## src/rtl/glove_region_detector.sv

```systemverilog
// Chroma-key glove locator: classifies pixels in YCbCr space, counts matches per
// vertical strip and raises debounced red/green/blue/yellow presence flags each frame.
module glove_region_detector #(
  parameter int         H_ACTIVE   = 640,
  parameter int         V_ACTIVE   = 480,
  parameter int         REGION_W   = 160,
  parameter logic [7:0] Y_MIN      = 8'd40,
  parameter logic [7:0] CB_MIN     = 8'd77,
  parameter logic [7:0] CB_MAX     = 8'd127,
  parameter logic [7:0] CR_MIN     = 8'd133,
  parameter logic [7:0] CR_MAX     = 8'd173,
  parameter int         PIX_THRESH = 2000,
  parameter int         DEBOUNCE   = 3,
  parameter int         CNT_W      = 17
) (
  input  logic       i_clk,
  input  logic       i_rst_n,
  input  logic       i_pixel_valid,
  input  logic [9:0] i_x_pos,
  input  logic [9:0] i_y_pos,
  input  logic [7:0] i_y_in,
  input  logic [7:0] i_cb_in,
  input  logic [7:0] i_cr_in,
  input  logic       i_frame_end,
  output logic       o_red_flag,
  output logic       o_green_flag,
  output logic       o_blue_flag,
  output logic       o_yellow_flag,
  output logic       o_flags_valid
);

  localparam logic [9:0]       LP_H_ACTIVE = 10'(H_ACTIVE);
  localparam logic [9:0]       LP_V_ACTIVE = 10'(V_ACTIVE);
  localparam logic [9:0]       LP_EDGE1    = 10'(REGION_W);
  localparam logic [9:0]       LP_EDGE2    = 10'(2 * REGION_W);
  localparam logic [9:0]       LP_EDGE3    = 10'(3 * REGION_W);
  localparam logic [CNT_W-1:0] LP_CNT_MAX  = '1;
  localparam logic [CNT_W-1:0] LP_THRESH   = CNT_W'(PIX_THRESH);
  localparam logic [2:0]       LP_DEBOUNCE = 3'(DEBOUNCE);

  logic             w_in_frame;
  logic             w_colour_ok;
  logic             w_match;
  logic [1:0]       w_strip;

  logic             r_s1_match;
  logic [1:0]       r_s1_strip;
  logic             r_s1_fe;

  logic [CNT_W-1:0] r_cnt      [4];
  logic [CNT_W-1:0] w_cnt_next [4];
  logic             r_s2_fe;

  logic [3:0]       r_hit;
  logic             r_eval;

  logic [2:0]       r_d        [4];
  logic [2:0]       w_d_next   [4];
  logic [3:0]       r_flag;
  logic [3:0]       w_flag_next;
  logic             r_flags_valid;

  assign w_in_frame  = i_pixel_valid && (i_x_pos < LP_H_ACTIVE) && (i_y_pos < LP_V_ACTIVE);
  assign w_colour_ok = (i_y_in >= Y_MIN)
                    && (i_cb_in >= CB_MIN) && (i_cb_in <= CB_MAX)
                    && (i_cr_in >= CR_MIN) && (i_cr_in <= CR_MAX);
  assign w_match     = w_in_frame && w_colour_ok;

  // Strip lookup by comparison against the three strip edges.
  always_comb begin
    w_strip = 2'd3;
    if (i_x_pos < LP_EDGE1) begin
      w_strip = 2'd0;
    end else if (i_x_pos < LP_EDGE2) begin
      w_strip = 2'd1;
    end else if (i_x_pos < LP_EDGE3) begin
      w_strip = 2'd2;
    end
  end

  always_ff @(posedge i_clk or negedge i_rst_n) begin
    if (!i_rst_n) begin
      r_s1_match <= 1'b0;
      r_s1_strip <= 2'd0;
      r_s1_fe    <= 1'b0;
    end else begin
      r_s1_match <= w_match;
      r_s1_strip <= w_strip;
      r_s1_fe    <= i_frame_end;
    end
  end

  // While frame_end sits in S2 the counters already hold the final counts; the
  // S1 pixel arriving in that cycle belongs to the next frame and seeds the reload.
  always_comb begin
    w_cnt_next = r_cnt;
    for (int k = 0; k < 4; k++) begin
      if (r_s2_fe) begin
        w_cnt_next[k] = {{(CNT_W-1){1'b0}}, (r_s1_match && (r_s1_strip == 2'(k)))};
      end else if (r_s1_match && (r_s1_strip == 2'(k)) && (r_cnt[k] != LP_CNT_MAX)) begin
        w_cnt_next[k] = r_cnt[k] + 1'b1;
      end
    end
  end

  always_ff @(posedge i_clk or negedge i_rst_n) begin
    if (!i_rst_n) begin
      for (int k = 0; k < 4; k++) begin
        r_cnt[k] <= '0;
      end
      r_s2_fe <= 1'b0;
    end else begin
      r_cnt   <= w_cnt_next;
      r_s2_fe <= r_s1_fe;
    end
  end

  always_ff @(posedge i_clk or negedge i_rst_n) begin
    if (!i_rst_n) begin
      r_hit  <= 4'd0;
      r_eval <= 1'b0;
    end else begin
      for (int k = 0; k < 4; k++) begin
        r_hit[k] <= (r_cnt[k] >= LP_THRESH);
      end
      r_eval <= r_s2_fe;
    end
  end

  // A flag only toggles after DEBOUNCE consecutive frames that disagree with it;
  // any agreeing frame clears the run.
  always_comb begin
    w_d_next    = r_d;
    w_flag_next = r_flag;
    if (r_eval) begin
      for (int k = 0; k < 4; k++) begin
        if (r_hit[k] != r_flag[k]) begin
          if ((r_d[k] + 3'd1) == LP_DEBOUNCE) begin
            w_flag_next[k] = ~r_flag[k];
            w_d_next[k]    = 3'd0;
          end else begin
            w_d_next[k]    = r_d[k] + 3'd1;
          end
        end else begin
          w_d_next[k] = 3'd0;
        end
      end
    end
  end

  always_ff @(posedge i_clk or negedge i_rst_n) begin
    if (!i_rst_n) begin
      for (int k = 0; k < 4; k++) begin
        r_d[k] <= 3'd0;
      end
      r_flag        <= 4'd0;
      r_flags_valid <= 1'b0;
    end else begin
      r_d           <= w_d_next;
      r_flag        <= w_flag_next;
      r_flags_valid <= r_eval;
    end
  end

  assign o_red_flag    = r_flag[0];
  assign o_green_flag  = r_flag[1];
  assign o_blue_flag   = r_flag[2];
  assign o_yellow_flag = r_flag[3];
  assign o_flags_valid = r_flags_valid;

endmodule

```

## config.mk

```make
export PLATFORM = sky130hd
export DESIGN_NAME = glove_region_detector
export DESIGN_NICKNAME = d
export VERILOG_FILES = /design/src/rtl/glove_region_detector.sv
export SDC_FILE = /design/constraint.sdc
export NUM_CORES = 1
export LEC_CHECK = 0
export BUFFER_PORTS_ARGS = -buffer_cell sky130_fd_sc_hd__buf_2
export CAP_MARGIN = 25
export CORE_MARGIN = 2
export CORE_UTILIZATION = 50
export DETAILED_ROUTE_END_ITERATION = 10
export PLACE_DENSITY = 0.72
export SLEW_MARGIN = 0
export SYNTH_ARGS = -nofsm -noshare
export SYNTH_HDL_FRONTEND = slang
export SYNTH_SLANG_ARGS = --single-unit
```

## constraint.sdc

```tcl
create_clock -name i_clk -period 2.56 [get_ports i_clk]
set_clock_uncertainty 0.05 [all_clocks]
set_input_delay 0.256 -clock i_clk [delete_from_list [all_inputs] [get_ports i_clk]]
set_output_delay 0.256 -clock i_clk [all_outputs]
set_load 0.02 [all_outputs]
```

Word-level counts from Yosys, hierarchy flattened --
Cells that the tools add are included.
Word-level totals: word-level logic and storage cells 103, input bits 48, output and inout bits 5, register bits 95
Operators by class: order comparisons 14, equality and inequality tests 15, reductions and logical operators 24, mux-type cells 19, add/subtract/negate cells 8, bitwise gates (word level) 4
Operators with widths (count):
- 17-bit 2-to-1 mux | 8
- 17-bit by 1-bit adder with 17-bit output (second input constant) | 4
- 17-bit by 11-bit >= comparator with 1-bit output (second input constant) | 4
- 17-bit != test (second input constant) | 4
- 10-bit by 9-bit less-than comparator with 1-bit output (second input constant) | 3
- 3-bit 2-to-1 mux | 8
- 1-bit logical AND | 15
- 3-bit by 1-bit adder with 3-bit output (second input constant) | 4
- 3-bit by 2-bit == test with 1-bit output (second input constant) | 4
- 3-bit AND reduction | 4
- 10-bit less-than comparator (second input constant) | 1
- 10-bit by 8-bit less-than comparator with 1-bit output (second input constant) | 1
- 8-bit by 6-bit >= comparator with 1-bit output (second input constant) | 1
- 8-bit by 7-bit >= comparator with 1-bit output (second input constant) | 1
- 8-bit >= comparator (second input constant) | 1
- 8-bit by 7-bit less-or-equal comparator with 1-bit output (second input constant) | 1
- 8-bit less-or-equal comparator (second input constant) | 1
- 2-bit nonzero test | 4
- 2-bit == test (second input constant) | 2
- 2-bit 2-to-1 mux | 2
- 1-bit != test | 4
- 1-bit NOT | 4
- 2-bit by 1-bit == test with 1-bit output (second input constant) | 1
- 2-bit zero test | 1
- 1-bit 2-to-1 mux | 1

Longest topological paths before layout --
Gate-level depths: netlist of run 1.
depth after elaboration 6, gate-level depth with buffers 11, mapped depth without buffers 10

Least setup slack after synthesis of run 1 --
Ideal clock, no wire load.
path kind flip-flop to flip-flop, start point reg r_cnt[51] (netlist bit), end point reg r_cnt[65] (netlist bit), path slack 95 ps, required time 2390 ps, path buffers 1, arrival 2295 ps, setup time 120 ps, stages on the path, launching flop included 12, clock period less this slack 2465 ps, path through dfrtp_1 > ha_1 > nand3_1 > nor2_1 > nand2_1 > nor3_1 > ha_1 > or4b_4 > buf_6 > nor3_4 > a21oi_1 > a31o_2
On the way: cells in the longest elaborated chain, start to end 3, elaborated cells on any way between the ends 6, those cells by class 1 x add/sub; 1 x eq/ne; 2 x mux; 2 x reduce/logical
RTL lines:
- start: declaration | line 50 | logic [CNT_W-1:0] r_cnt [4];
- start signal: assignment | line 113 | r_cnt <= w_cnt_next;
- 17-bit by 1-bit adder with 17-bit output / 17-bit != test (equally long branches) | line 101, 100
- 17-bit 2-to-1 mux / 1-bit logical AND (equally long branches) | line 100 | end else if (r_s1_match && (r_s1_strip == 2'(k)) && (r_cnt[k] != LP_CNT_MAX)) begin
- 17-bit 2-to-1 mux / 2-bit nonzero test (equally long branches)
Parallel ways exist; a longest one is shown, timed or not. The select of a mux whose other input is x is not followed. A chain may end at the register's enable or synchronous reset.

Worst setup path after layout of run 1 --
start point reg r_cnt[4] (netlist bit), end point reg r_cnt[13] (netlist bit)
The elaborated chain is that of the path after synthesis.

==> results.md, run 1 <==
* Drt via density at 5.592
* Xor-xnor portion of the synthesized cell area at 6.873%
* DRT Pass-1 Iters at 4
* Simple-gate portion of the synthesized area at 24.64%
* # H-tree levels at 3
* Yosys warns at 0
* Hold Path Class: input pin to flop
* ANT nets after route at 0
* First-pass GRT wire length at 17360 um
* Final Hold Vio Count at 0
* Post-Syn Instances at 523
* Post-DR wirelength/cell at 13.59 um
* FFs w/ async S/R, synth at 100.0%
* Largest family of logic cells by synthesized area: simple AND/OR/NAND/NOR gates
* Ys flop type: dfrtp_1
* Cell Area, Synth at 5097 um^2
* Die width at 105.0 um
* Pwr dens at 476.7 nW/um^2
* CTS tree: yes
* R2r setup slk at 120 ps
* Max VDD drop at 0.0002759 V
* DR vias at 3998
* Pins Over Slew Limit at 0
* Max Cap Violations at 0
* Post-Synth Adder-Cell Area at 5.106%
* Final WS setup at 121.7 ps
* Setup crit start: r_cnt[4]
* Clock Tree Buf Depth at 2
* Register area share after synthesis at 46.64%
* Pre-CTS setup slack at 130.9 ps
* Die height at 105.0 um
* Slew margin rel. at 52.08%
* Clk sinks at 95
* Largest net degree at the start of global routing at 43
* Commonest non-fill, non-tap cell in the layout: dfrtp_1
* FF-to-FF Start: r_cnt[4]
* Share of layout cells above drive strength 1 at 18.21%
* Compound-Gate Fraction of Synth Area at 9.156%
* Startpoint type of the worst setup path: flop
* Clock transition at path regs at 90 ps
* Setup Viol. Count Final at 0
* Skew-Pair Late Insertion Delay at 360 ps
* Cell family with most CP delay: simple AND/OR/NAND/NOR gates
* Vias in the first global route at 3961
* Final #Nets at 645
* Final core occ at 59.23%
* Starting Density at 51.91%
* Crit path buf inv count at 1
* Commonest non-fill, non-tap cells in the layout: 94 x dfrtp_1, 61 x nor2_1, 38 x buf_2, 34 x nand2_1, 34 x nand3_1
* Avg Inst Size Synth at 9.746 um^2
* Placed Cells at 692
* Cell variety after synth at 49
* Total negative setup slack at 0 ps
* Global route overflow at 0
* Core Region at 9819 um^2
* Slew @ Worst Pin at 718.9 ps
* Initial DRC count at 158
* Fmax at 410.1 MHz
* Leak pwr at 2.562 nW
* Fin crit share at 95.25%
* DRC violations left at 0
* Placer Congestion at 0.8059
* Row count at 36
* Worst R2R Path Depth at 8
* RSZ-0062 raised after global routing: true
* Crit. path cell count at 8
* Tmin final at 2438 ps
* Synth-to-Final Area Change at 14.09%
* Kind of critical path: flop to flop
* Root Buffer: clkbuf_8
* Critical R2R Capture: r_cnt[13]
* Flops & latches, synth at 95
* Port Buffer Count at 39
* Slowest library cell on the worst path: nor4_1
* ANT cells at 0
* Critical path arrival at 2630 ps
* Final hold slack at 68.66 ps
* Endpoint class of the critical path: flop
* I/O pin count at 53
* TritonCTS buffer count at 9
* Initial antenna violation count at 0
* Syn Nets at 591
* Die area at 11020 um^2
* EDFF count, synth at 0
* Status: finished, final reports clean
* DRT Wirelength at 9720 um
* Worst Path Required at 2750 ps
* Mux contribution to synthesized area at 3.731%
* CP endpoint: r_cnt[13]
* Final cell count without fillers at 715
* Gr usage total at 18.96%
* Max stage delay on crit path at 470 ps
* Post-DP HPWL at 6829 um
* CP Max Fanout at 7
* Crit-path cells: nand4_1 -> nor4_1 -> ha_1 -> nand4b_2 -> nor4_2 -> buf_4 -> nand3_1 -> mux2_2
worst min path at each step:
stage | start | to | slack, ps | cells past startpoint
5_1_grt | i_x_pos[9] | r_s1_strip[1] | 80 | 2
3_3_place_gp | i_rst_n | r_d[7] | 140 | 1
3_5_place_dp | i_rst_n | r_d[6] | 150 | 1
4_1_cts | i_x_pos[9] | r_s1_strip[0] | 50 | 2
6_report | i_x_pos[9] | r_s1_strip[0] | 70 | 2
2_1_floorplan | i_rst_n | o_flags_valid | -90 | 0
area by class of cell:
cell class / count / area, um^2
Inverter: 27 / 101.3
Timing Repair Buffer: 61 / 380.4
Fill cell: 860 / 4004
Sequential cell: 95 / 2379
Clock buffer: 12 / 165.2
Clock inverter: 4 / 76.32
Tap cell: 133 / 166.4
Multi-Input combinational cell: 383 / 2547
worst register-to-register path: cells and delay by family, from the launching register on:
kind          cells  cell delay, ps
simple gates      5            1090
flops             1             450
mux               1             330
fa+ha+maj         1             280
buf+inv           1             140
report_power, final:
group	switching, mW	internal (mW)
logic	0.0586	0.0395
clock network	0.514	0.632
registers	0.0232	1.50
flip-flops by register name, indices dropped and copies added (netlist names):
name and cells:
r_d 12, r_s1_strip 2, r_flag 4, r_s1_match 1
r_hit 4, r_s2_fe 1, r_cnt 68, o_flags_valid 1
r_s1_fe 1, r_eval 1
synth_stat cells, types with 2 or more instances:
library cell / count / area share [%]
nor3_1: 10 / 0.98
buf_6: 2 / 0.44
xor2_1: 25 / 4.3
xnor2_1: 15 / 2.6
nand2b_1: 3 / 0.37
nand2_1: 34 / 2.5
a21boi_0: 4 / 0.59
and4bb_2: 2 / 0.49
nand3_1: 34 / 3.3
buf_1: 3 / 0.22
a21oi_1: 26 / 2.6
nor4_2: 3 / 0.74
and3_1: 5 / 0.61
dfrtp_1: 95 / 47
or4_1: 8 / 1.2
o21ai_0: 21 / 2.1
nor2_1: 61 / 4.5
and2_1: 4 / 0.49
buf_4: 2 / 0.29
nand4_1: 23 / 2.8
nor2b_1: 6 / 0.74
nor4b_4: 2 / 0.93
and4_1: 8 / 1.4
ha_1: 20 / 4.9
or3_1: 11 / 1.4
inv_1: 27 / 2.0
a31o_2: 4 / 0.69
mux2_2: 8 / 1.8
o22ai_1: 4 / 0.49
o211ai_1: 4 / 0.59
mux2i_1: 10 / 2.0
o2111ai_1: 2 / 0.34
nor4_1: 4 / 0.49
clkbuf_1: 11 / 0.81
o31ai_1: 8 / 1.2
routing by layer:
layer  vias up  share of wire, %  GRT usage, %
met4         0               1.4         5.619
met2        82                51         33.95
met5         -                 0             0
met1      1940                44         22.99
met3        14               3.4         3.805
li1       1962                 -             -
kinds of logic (layout without fill, tap and decap cells):
group                    count (synthesis)  after routing
AO/OA/AOI/OAI                           77             77
multiplexers                            18             18
XOR/XNOR                                40             40
AND/OR/NAND/NOR                        226            227
flip-flops                              95             95
buffers and inverters                   46            104
adder cells (fa/ha/maj)                 21             21
repair_timing:
action | CTS | global route
setup endpoints to repair | 0 | 8
setup buffers | 0 | 4
gates resized for setup | 0 | 5
hold buffers | 2 | 0
hold endpoints to repair | 26 | 0
stage by stage:
stage	cell area [um^2]	total power [mW]
after floorplan	5097	1.585
after global placement	5500	1.651
after detailed placement	5500	1.656
after CTS	5762	2.804
after global routing	5816	2.886
final	5816	2.772
(Power assumes the default switching activity.)
==> run 2, diff against run 1 <==
--- a/config.mk
+++ b/config.mk
@@ -9,8 +9,9 @@
 export CAP_MARGIN = 25
 export CORE_MARGIN = 2
 export CORE_UTILIZATION = 50
+export CTS_CLUSTER_DIAMETER = 100
 export DETAILED_ROUTE_END_ITERATION = 10
-export PLACE_DENSITY = 0.72
+export PLACE_DENSITY = 0.69
 export SLEW_MARGIN = 0
 export SYNTH_ARGS = -nofsm -noshare
 export SYNTH_HDL_FRONTEND = slang
==> constraint.sdc (replaced) <==
create_clock -name i_clk -period 3.1 [get_ports i_clk]
set_clock_uncertainty 0.05 [all_clocks]
set_input_delay 0.31 -clock i_clk [delete_from_list [all_inputs] [get_ports i_clk]]
set_output_delay 0.31 -clock i_clk [all_outputs]
set_load 0.02 [all_outputs]
==> results.md, run 2 (synthesized netlist as in run 1, its figures left out) <==
* Leak pwr at 2.495 nW (-2.6%)
* Core Region at 9819 um^2 (unchanged)
* Biggest regs: r_cnt (68), r_d (12)
* CP Max Fanout at 12 (+5)
* Fmax at 386.9 MHz (-5.7%)
* Total negative setup slack at 0 ps (unchanged)
* Placer Congestion at 0.7942 (-1.5%)
* ANT cells at 0 (unchanged)
* Die area at 11020 um^2 (unchanged)
* Worst R2R Path Depth at 8 (unchanged)
* # H-tree levels at 3 (unchanged)
* Largest net degree at the start of global routing at 55 (+28%)
* DRT Pass-1 Iters at 4 (unchanged)
* Commonest non-fill, non-tap cell in the layout: dfrtp_1
* Max reg flops at 68 (unchanged)
* Post-DR wirelength/cell at 13.31 um (-2.1%)
* Final cell count without fillers at 700 (-2.1%)
* Synth-to-Final Area Change at 11.66%
* Setup bufs post-CTS at 0 (unchanged)
* CTS tree: yes
* Starting Density at 51.91% (unchanged)
* Share of layout cells above drive strength 1 at 15.17% (-3.0 points)
* TritonCTS buffer count at 9 (unchanged)
* I/O pin count at 53 (unchanged)
* Root Buffer: clkbuf_8
* Post-Layout Inst Area at 5692 um^2 (-2.1%)
* Register area at 2379 um^2 (unchanged)
* Clock transition at path regs at 90 ps (about the same)
* Initial DRC count at 168 (+6.3%)
* DRC violations left at 0 (unchanged)
* Tmin final at 2585 ps (+146.6 ps)
* Endpoint class of the critical path: flop
* Critical path arrival at 2810 ps (+180 ps)
* Initial antenna violation count at 0 (unchanged)
* Final hold slack at 131.5 ps (+62.81 ps)
* Clk sinks at 95 (unchanged)
* Post-DP HPWL at 6456 um (-5.5%)
* Vias in the first global route at 3846 (-2.9%)
* Placed Cells at 682 (-1.4%)
* Pins Over Slew Limit at 0 (unchanged)
* Final #Nets at 630 (-2.3%)
* Max VDD drop at 0.0002450 V (-11%)
* Pre-CTS setup slack at 547.5 ps (+416.6 ps)
* Status: finished, final reports clean
* R2r setup slk at 520 ps (+390 ps)
* Area post-placement at 5425 um^2 (-1.4%)
* DRT Wirelength at 9314 um (-4.2%)
* First-pass GRT wire length at 16970 um (-2.2%)
* Pwr dens at 409.3 nW/um^2 (-14%)
* Skew-Pair Late Insertion Delay at 360 ps (about the same)
* Max Cap Violations at 0 (unchanged)
* Slew margin rel. at 43.58% (-8.5 points)
* Port Buffer Count at 39 (unchanged)
* Startpoint type of the worst setup path: flop
* Drt via density at 5.494 (-1.7%)
* Final Hold Vio Count at 0 (unchanged)
* Row count at 36 (unchanged)
* Area occupied by multi-input gates at 2524 um^2 (-0.93%)
* Hold Path Class: input pin to flop
* DR vias at 3846 (-3.8%)
* ANT nets after route at 0 (unchanged)
* Fin crit share at 83.38% (-12 points)
* CP endpoint: r_cnt[48]
* Die height at 105.0 um (unchanged)
* Clock Tree Buf Depth at 2 (unchanged)
* FF-to-FF Start: r_cnt[44]
* Total design power at 2.330 mW (-16%)
* Setup crit start: r_cnt[44]
* Setup Viol. Count Final at 0 (unchanged)
* Global route overflow at 0 (unchanged)
* Worst Path Required at 3330 ps (+580 ps)
* Reg with most FFs: r_cnt
* RSZ-0062 raised after global routing: false
* Commonest non-fill, non-tap cells in the layout: 94 x dfrtp_1, 61 x nor2_1, 38 x buf_2, 34 x nand2_1, 34 x nand3_1
* Layout fillers at 887 (+3.1%)
* Final core occ at 57.96% (-1.3 points)
* Slew @ Worst Pin at 846.3 ps (+127.4 ps)
* Kind of critical path: flop to flop
* Critical R2R Capture: r_cnt[48]
* Gr usage total at 18.49% (-0.47 points)
* Final WS setup at 515.1 ps (+393.4 ps)
* Die width at 105.0 um (unchanged)
[run 2: cell type report]
cell class,instances,area share [%]
inverters,27,1.781
multi-input cells,382,44.34
clock inverters,5,1.847
flip-flops and latches,95,41.79
clock buffers,11,2.484
repair buffers,47,4.836
well taps,133,2.924
[run 2: worst max-delay path, stage by stage, from the launching register on]
cell and delay [ps]:
dfrtp_1 430, and4_1 230, nand4_1 130, nor3_1 70
ha_1 190, and4bb_2 460, nand4_1 300, or4_1 470
a21oi_1 160
[run 2: where the power goes]
part / switching (mW) / internal [mW]
clock network: 0.430 / 0.558
logic: 0.0463 / 0.0324
registers: 0.0205 / 1.24
[run 2: how the worst min path moves through the flow]
| stage | startpoint | cells past startpoint | endpoint |
|---|---|---|---|
| after global routing | i_x_pos[9] | 2 | r_s1_strip[0] |
| after floorplan | i_rst_n | 0 | o_flags_valid |
| after CTS | i_x_pos[9] | 2 | r_s1_strip[1] |
| final | i_x_pos[9] | 2 | r_s1_strip[0] |
| after global placement | r_s1_fe | 0 | r_s2_fe |
| after detailed placement | r_s1_fe | 0 | r_s2_fe |
[run 2: repair_timing]
item	4_1_cts	5_1_grt
hold buffers	2	0
endpoints found under the hold margin	54	0
gates resized for setup	0	0
[run 2: metal layers]
layer / GRT usage, % / wire length [um]
met4: 6.857 / 140
met5: 0 / 0
met1: 23.28 / 4383
met2: 32.10 / 4482
met3: 2.807 / 308
